===== src/rtl/pwm_bank.sv =====
// Multi-channel PWM: one prescaled period counter shared by all channels, shadowed
// settings that switch over only at a period boundary, and an optional per-channel duty ramp.
module pwm_bank #(
  parameter int CHANNELS = 2,
  parameter int W        = 27,
  parameter int PRESC_W  = 8
) (
  input  logic                  clk_i,
  input  logic                  rst_ni,
  input  logic                  enable_i,
  input  logic [PRESC_W-1:0]    presc_i,
  input  logic [W-1:0]          period_i,
  input  logic [CHANNELS*W-1:0] duty_i,
  input  logic [CHANNELS-1:0]   mode_i,
  input  logic [W-1:0]          step_i,
  input  logic                  load_i,
  output logic                  pending_o,
  output logic                  period_start_o,
  output logic [CHANNELS-1:0]   out_o
);

  logic [PRESC_W-1:0]             pcnt_q, pcnt_d;
  logic [W-1:0]                   cnt_q, cnt_d;
  logic [W-1:0]                   per_a_q, per_a_d, step_a_q, step_a_d;
  logic [CHANNELS-1:0]            mode_a_q, mode_a_d;
  logic [CHANNELS-1:0][W-1:0]     dwork_q, dwork_d;
  logic [CHANNELS-1:0]            down_q, down_d;
  logic [W-1:0]                   per_s_q, per_s_d, step_s_q, step_s_d;
  logic [CHANNELS*W-1:0]          duty_s_q, duty_s_d;
  logic [CHANNELS-1:0]            mode_s_q, mode_s_d;
  logic                           pending_q, pending_d;
  logic                           bnd_q, bnd_d, pstart_q, pstart_d;
  logic [CHANNELS-1:0]            out_q, out_d;
  logic                           tick, bnd, apply;
  logic [W:0]                     up_sum;

  always_comb begin
    tick   = enable_i && (pcnt_q == presc_i);
    bnd    = tick && (cnt_q >= per_a_q);
    // While stopped there is no boundary to wait for, so a pending shadow lands at once.
    apply  = pending_q && (bnd || !enable_i);
    pcnt_d = (!enable_i || (pcnt_q >= presc_i)) ? '0 : pcnt_q + PRESC_W'(1);

    cnt_d = cnt_q;
    if (!enable_i)  cnt_d = '0;
    else if (tick)  cnt_d = bnd ? '0 : cnt_q + W'(1);

    per_a_d   = per_a_q;
    step_a_d  = step_a_q;
    mode_a_d  = mode_a_q;
    dwork_d   = dwork_q;
    down_d    = down_q;
    per_s_d   = per_s_q;
    step_s_d  = step_s_q;
    duty_s_d  = duty_s_q;
    mode_s_d  = mode_s_q;
    pending_d = pending_q;
    up_sum    = '0;

    if (apply) begin
      per_a_d   = per_s_q;
      step_a_d  = step_s_q;
      mode_a_d  = mode_s_q;
      down_d    = '0;
      pending_d = 1'b0;
      for (int i = 0; i < CHANNELS; i++)
        dwork_d[i] = mode_s_q[i] ? '0 : duty_s_q[i*W +: W];
    end else if (bnd) begin
      // One extra bit keeps dwork+step from wrapping before the compare against the period.
      for (int i = 0; i < CHANNELS; i++) begin
        if (mode_a_q[i]) begin
          up_sum = {1'b0, dwork_q[i]} + {1'b0, step_a_q};
          if (!down_q[i]) begin
            if (up_sum >= {1'b0, per_a_q}) begin
              dwork_d[i] = per_a_q;
              down_d[i]  = 1'b1;
            end else begin
              dwork_d[i] = up_sum[W-1:0];
            end
          end else if (dwork_q[i] <= step_a_q) begin
            dwork_d[i] = '0;
            down_d[i]  = 1'b0;
          end else begin
            dwork_d[i] = dwork_q[i] - step_a_q;
          end
        end
      end
    end

    if (load_i) begin
      per_s_d   = period_i;
      step_s_d  = step_i;
      duty_s_d  = duty_i;
      mode_s_d  = mode_i;
      pending_d = 1'b1;
    end

    for (int i = 0; i < CHANNELS; i++)
      out_d[i] = enable_i && (cnt_q < dwork_q[i]);
    bnd_d    = bnd;
    pstart_d = enable_i && bnd_q;
  end

  always_ff @(posedge clk_i or negedge rst_ni) begin
    if (!rst_ni) begin
      pcnt_q    <= '0;
      cnt_q     <= '0;
      per_a_q   <= '0;
      step_a_q  <= '0;
      mode_a_q  <= '0;
      dwork_q   <= '0;
      down_q    <= '0;
      per_s_q   <= '0;
      step_s_q  <= '0;
      duty_s_q  <= '0;
      mode_s_q  <= '0;
      pending_q <= 1'b0;
      bnd_q     <= 1'b0;
      pstart_q  <= 1'b0;
      out_q     <= '0;
    end else begin
      pcnt_q    <= pcnt_d;
      cnt_q     <= cnt_d;
      per_a_q   <= per_a_d;
      step_a_q  <= step_a_d;
      mode_a_q  <= mode_a_d;
      dwork_q   <= dwork_d;
      down_q    <= down_d;
      per_s_q   <= per_s_d;
      step_s_q  <= step_s_d;
      duty_s_q  <= duty_s_d;
      mode_s_q  <= mode_s_d;
      pending_q <= pending_d;
      bnd_q     <= bnd_d;
      pstart_q  <= pstart_d;
      out_q     <= out_d;
    end
  end

  assign pending_o      = pending_q;
  assign period_start_o = pstart_q;
  assign out_o          = out_q;

endmodule

===== config.mk =====
export PLATFORM = sky130hd
export DESIGN_NAME = pwm_bank
export DESIGN_NICKNAME = d
export VERILOG_FILES = /design/src/rtl/pwm_bank.sv
export SDC_FILE = /design/constraint.sdc
export NUM_CORES = 1
export LEC_CHECK = 0
export ABC_CLOCK_PERIOD_IN_PS = 4600
export BUFFER_PORTS_ARGS = -buffer_cell sky130_fd_sc_hd__buf_2
export CAP_MARGIN = 20
export CORE_MARGIN = 2
export CORE_UTILIZATION = 38
export CTS_CLUSTER_DIAMETER = 100
export DETAILED_ROUTE_END_ITERATION = 12
export PLACE_DENSITY = 0.61
export SYNTH_ARGS = -nofsm -noshare
export SYNTH_HDL_FRONTEND = slang
export SYNTH_SLANG_ARGS = --single-unit
export TNS_END_PERCENT = 100

===== constraint.sdc =====
create_clock -name clk_i -period 4.6 [get_ports clk_i]
set_input_delay 0.92 -clock clk_i [delete_from_list [all_inputs] [get_ports clk_i]]
set_output_delay 0.92 -clock clk_i [all_outputs]
set_load 0.02 [all_outputs]

==> results.md <==
- Largest net degree at the start of global routing: 139
- First-pass GRT wire length: 122000 um
- DR iter-0 viols: 1827
- DR vias: 20101
- CTS Buf Count: 34
- Starting density of the core: 38.5%
- Slew @ Worst Pin: 1100 ps
- Power Total: between 15 and 20 mW
- Final hold violation count: 0
- Row count: between 80 and 90
- Filler instances: 4949
- Slew Limit Fails: 0
- Peak VDD IR: approximately 0.28 mV
- Net Count, Synth: 2652
- TritonCTS clock tree: done
- Hold WC Path Type: in2async
- Dpl hpwl: ~63000 um
- Die Ht: 235 um
- Worst EP arrival: 5830 ps
- Worst setup EP type: flop
- # IOs: around 130
- Static Leak: between 10 and 15 nW
- Synth unique cells: between 80 and 90
- Grt total ovfl: 0
- Synth Cell Area: 20300 um2
- Synthesis warning total: 0
- Die Wd: 235 um
- Share of layout cells above drive strength 1: 33.4%
- Clock slew at reported path FFs: 60 ps
- Final setup viols: 56
- Largest area contributor in the netlist: dfrtp_1
- Setup repair after global routing missed its margin: yes
- Drt drc: 0
- Nets: 3173
- Setup CP Type: reg2reg
- Top FF cell, synth: dfrtp_1
- Via/cell ratio: 5.73
- Pwr dens: 577 nW/um2
- Outcome: finished with violations
- Number of global-route vias before repair: 19817
- Worst slew margin: 26.4%
- CP Launch Type: flop
- Total track usage: between 20% and 30%
- Violated checks: setup timing
- Core region area: 52800 um2
- Post-synthesis register bit count: 262
- Register area share after synthesis: between 30% and 40%
- Later-pin clock latency in the skew report: about 560 ps
- Area growth from synthesis to layout: 34.0%
- Full die area: 55400 um2
- Htree depth: 2
- Clock Skew: 25.6 ps
- Cell count after synthesis: 2275
- Post-synth top area share: between 30% and 40%
- Clk sinks: roughly 260
- Remaining antenna violation count: 0
- Avg Cell Area, Syn: 8.94 um2
- Max cap viols: 0
- Number of synthesized flops with an enable pin: 0
- Tmin final: between 5000 and 6000 ps
- Root buffer cell: clkbuf_16
- GPL Wtd Cong: roughly 0.99
- Worst setup margin: -730 ps
- Initial antenna violation count: 1
- Async SR Flop Fraction: 100%
- Max FO, Critical Path: 8
- WL final: between 80000 and 90000 um
- Final period util: 116%
- DR WL/cell: 23.4 um
- Synth top area cells: dfrtp_1 (32%), ha_1 (15%), mux2_2 (5.8%)
- Setup TNS: -26760 ps
- Max clock buf depth: 3
- Max Freq: 0.188 GHz
- Drt pass-1 iters: 6
- PortBufs: 125
- Diode count: 0
- Req. time, crit path: around 5100 ps
cells in the mapped netlist (all sizes together) (20+ instances only):
cell,n
dfrtp,262
ha,251
nand2,193
inv,183
o21ai,159
nor2,138
a21oi,136
mux2,106
xnor2,85
clkbuf,64
a21o,53
nor2b,49
nand3,48
a31oi,40
buf,39
nand2b,35
o211ai,35
nand4,34
nor3,33
xor2,32
a211oi,24
o31ai,24
o21bai,22
o22ai,22
and3,20
cells in the final DEF (no fill, tap or decap), drive strengths merged, types with 6 or more instances in the layout:
cell	instances
a211oi	24
a222oi	7
inv	185
nand2	193
and3	20
or3	6
o21bai	22
o21ai	159
nor4	15
a21oi	136
a21o	53
nor2	139
xnor2	85
buf	587
a221oi	19
a311oi	9
o22ai	22
nor2b	49
o211ai	35
and2	8
nand3	48
clkbuf	49
nand2b	35
dfrtp	262
mux2	106
o31ai	24
a2111oi	11
or2	8
o311ai	9
clkinv	8
nor3	33
a31oi	40
xor2	32
ha	251
nand4	34
o21a	13
stage by stage:
| step | instance area [um2] | hold slack [ps] | cells | utilization [%] | setup slack, ps |
|---|---|---|---|---|---|
| 3_3_place_gp | 24500 | 445 | 3376 | 46.4 | -1280 |
| 2_1_floorplan | 20500 | 434 | 2275 | - | 2.58 |
| 6_report | 27200 | 405 | 3506 | 51.6 | -730 |
| 3_5_place_dp | 24500 | 451 | 3376 | 46.4 | -1340 |
| 5_1_grt | 27200 | 477 | 3506 | 51.6 | -858 |
| 4_1_cts | 26600 | 444 | 3482 | 50.5 | -554 |
final cells by class:
class                           count  area [um2]  share of cell area (%)
Timing Repair Buffer              587        4380                    16.1
Clock buffer                       49         978                    3.59
Sequential cell                   262        6560                    24.1
Clock inverter                      9         103                   0.377
Tap cell                          688         861                    3.16
Inverter                          186         706                    2.59
Multi-Input combinational cell   1725       13700                    50.2
worst max-delay path: stages (launching register included):
cell	delay, ps
dfrtp_1	360
buf_6	120
ha_4	130
inv_2	40
fa_2	360
nor2_4	150
o221ai_4	130
a2111oi_4	390
o211ai_1	240
and2_4	210
o41a_1	450
o21ai_2	180
xnor2_2	110
ha_1	290
nand4_1	100
buf_4	180
nor4_4	390
o221ai_2	190
a21oi_4	230
a211oi_4	70
buf_6	140
inv_8	70
buf_12	130
buf_4	120
nor2_4	30
o311ai_2	240
o221a_2	210
path summary, 6_finish.rpt:
| check | start | endpoint | slack (ps) | depth (start not counted) |
|---|---|---|---|---|
| setup reg to reg | step_a_q[0] | dwork_q[40] | -730 | 26 |
| max in group asynchronous | rst_ni | dwork_q[3] | 3200 | 2 |
| hold / removal | rst_ni | dwork_q[49] | 400 | 1 |
| setup / recovery | step_a_q[0] | dwork_q[40] | -730 | 26 |
| hold reg to reg | bnd_q | period_start_o | 460 | 1 |
| min in group clk_i | bnd_q | period_start_o | 460 | 1 |
sequential cells by signal (all words and copies together) (netlist names):
signal and flops:
bnd_q 1, cnt_q 27, down_q 2, duty_s_q 54, dwork_q 54, mode_a_q 2, mode_s_q 2, out_o 2
pcnt_q 8, pending_o 1, per_a_q 27, per_s_q 27, period_start_o 1, step_a_q 27, step_s_q 27
cell families (layout without fill, tap and decap cells):
logic type,Yosys count,count (layout),share of synthesized area [%]
AND/OR/NAND/NOR,598,599,14.1
flip-flops,262,262,32.2
XOR/XNOR,117,117,5.04
multiplexers,109,109,6.05
adder cells (fa/ha/maj),255,255,15.8
buffers and inverters,289,831,5.65
AO/OA/AOI/OAI,645,645,21.1
repair_timing:
| action | 4_1_cts | 5_1_grt |
|---|---|---|
| setup buffers | 47 | 30 |
| endpoints found under the setup margin | 56 | 56 |
| resized for setup | 159 | 95 |
| gates cloned | 2 | 0 |
| hold buffers | 0 | 0 |
| pin swaps | 96 | 86 |
power breakdown:
group | leakage [nW] | switching (mW) | total, mW | internal (mW)
clock | 0.535 | 1.09 | 2.68 | 1.59
combinational | 9.05 | 5.23 | 10.2 | 4.95
sequential | 3.19 | 0.276 | 2.87 | 2.60
total | 12.8 | 6.60 | 15.7 | 9.13
layer usage:
metal | wire length, um | track usage [%] | vias up
met5 | 13 | 0 | -
met4 | 2410 | 8.57 | 2
met3 | 6480 | 4.23 | 159
met2 | 35000 | 43.5 | 859
met1 | 38100 | 42.8 | 9842
li1 | - | - | 9239
Power figures use the tool's default switching activity.
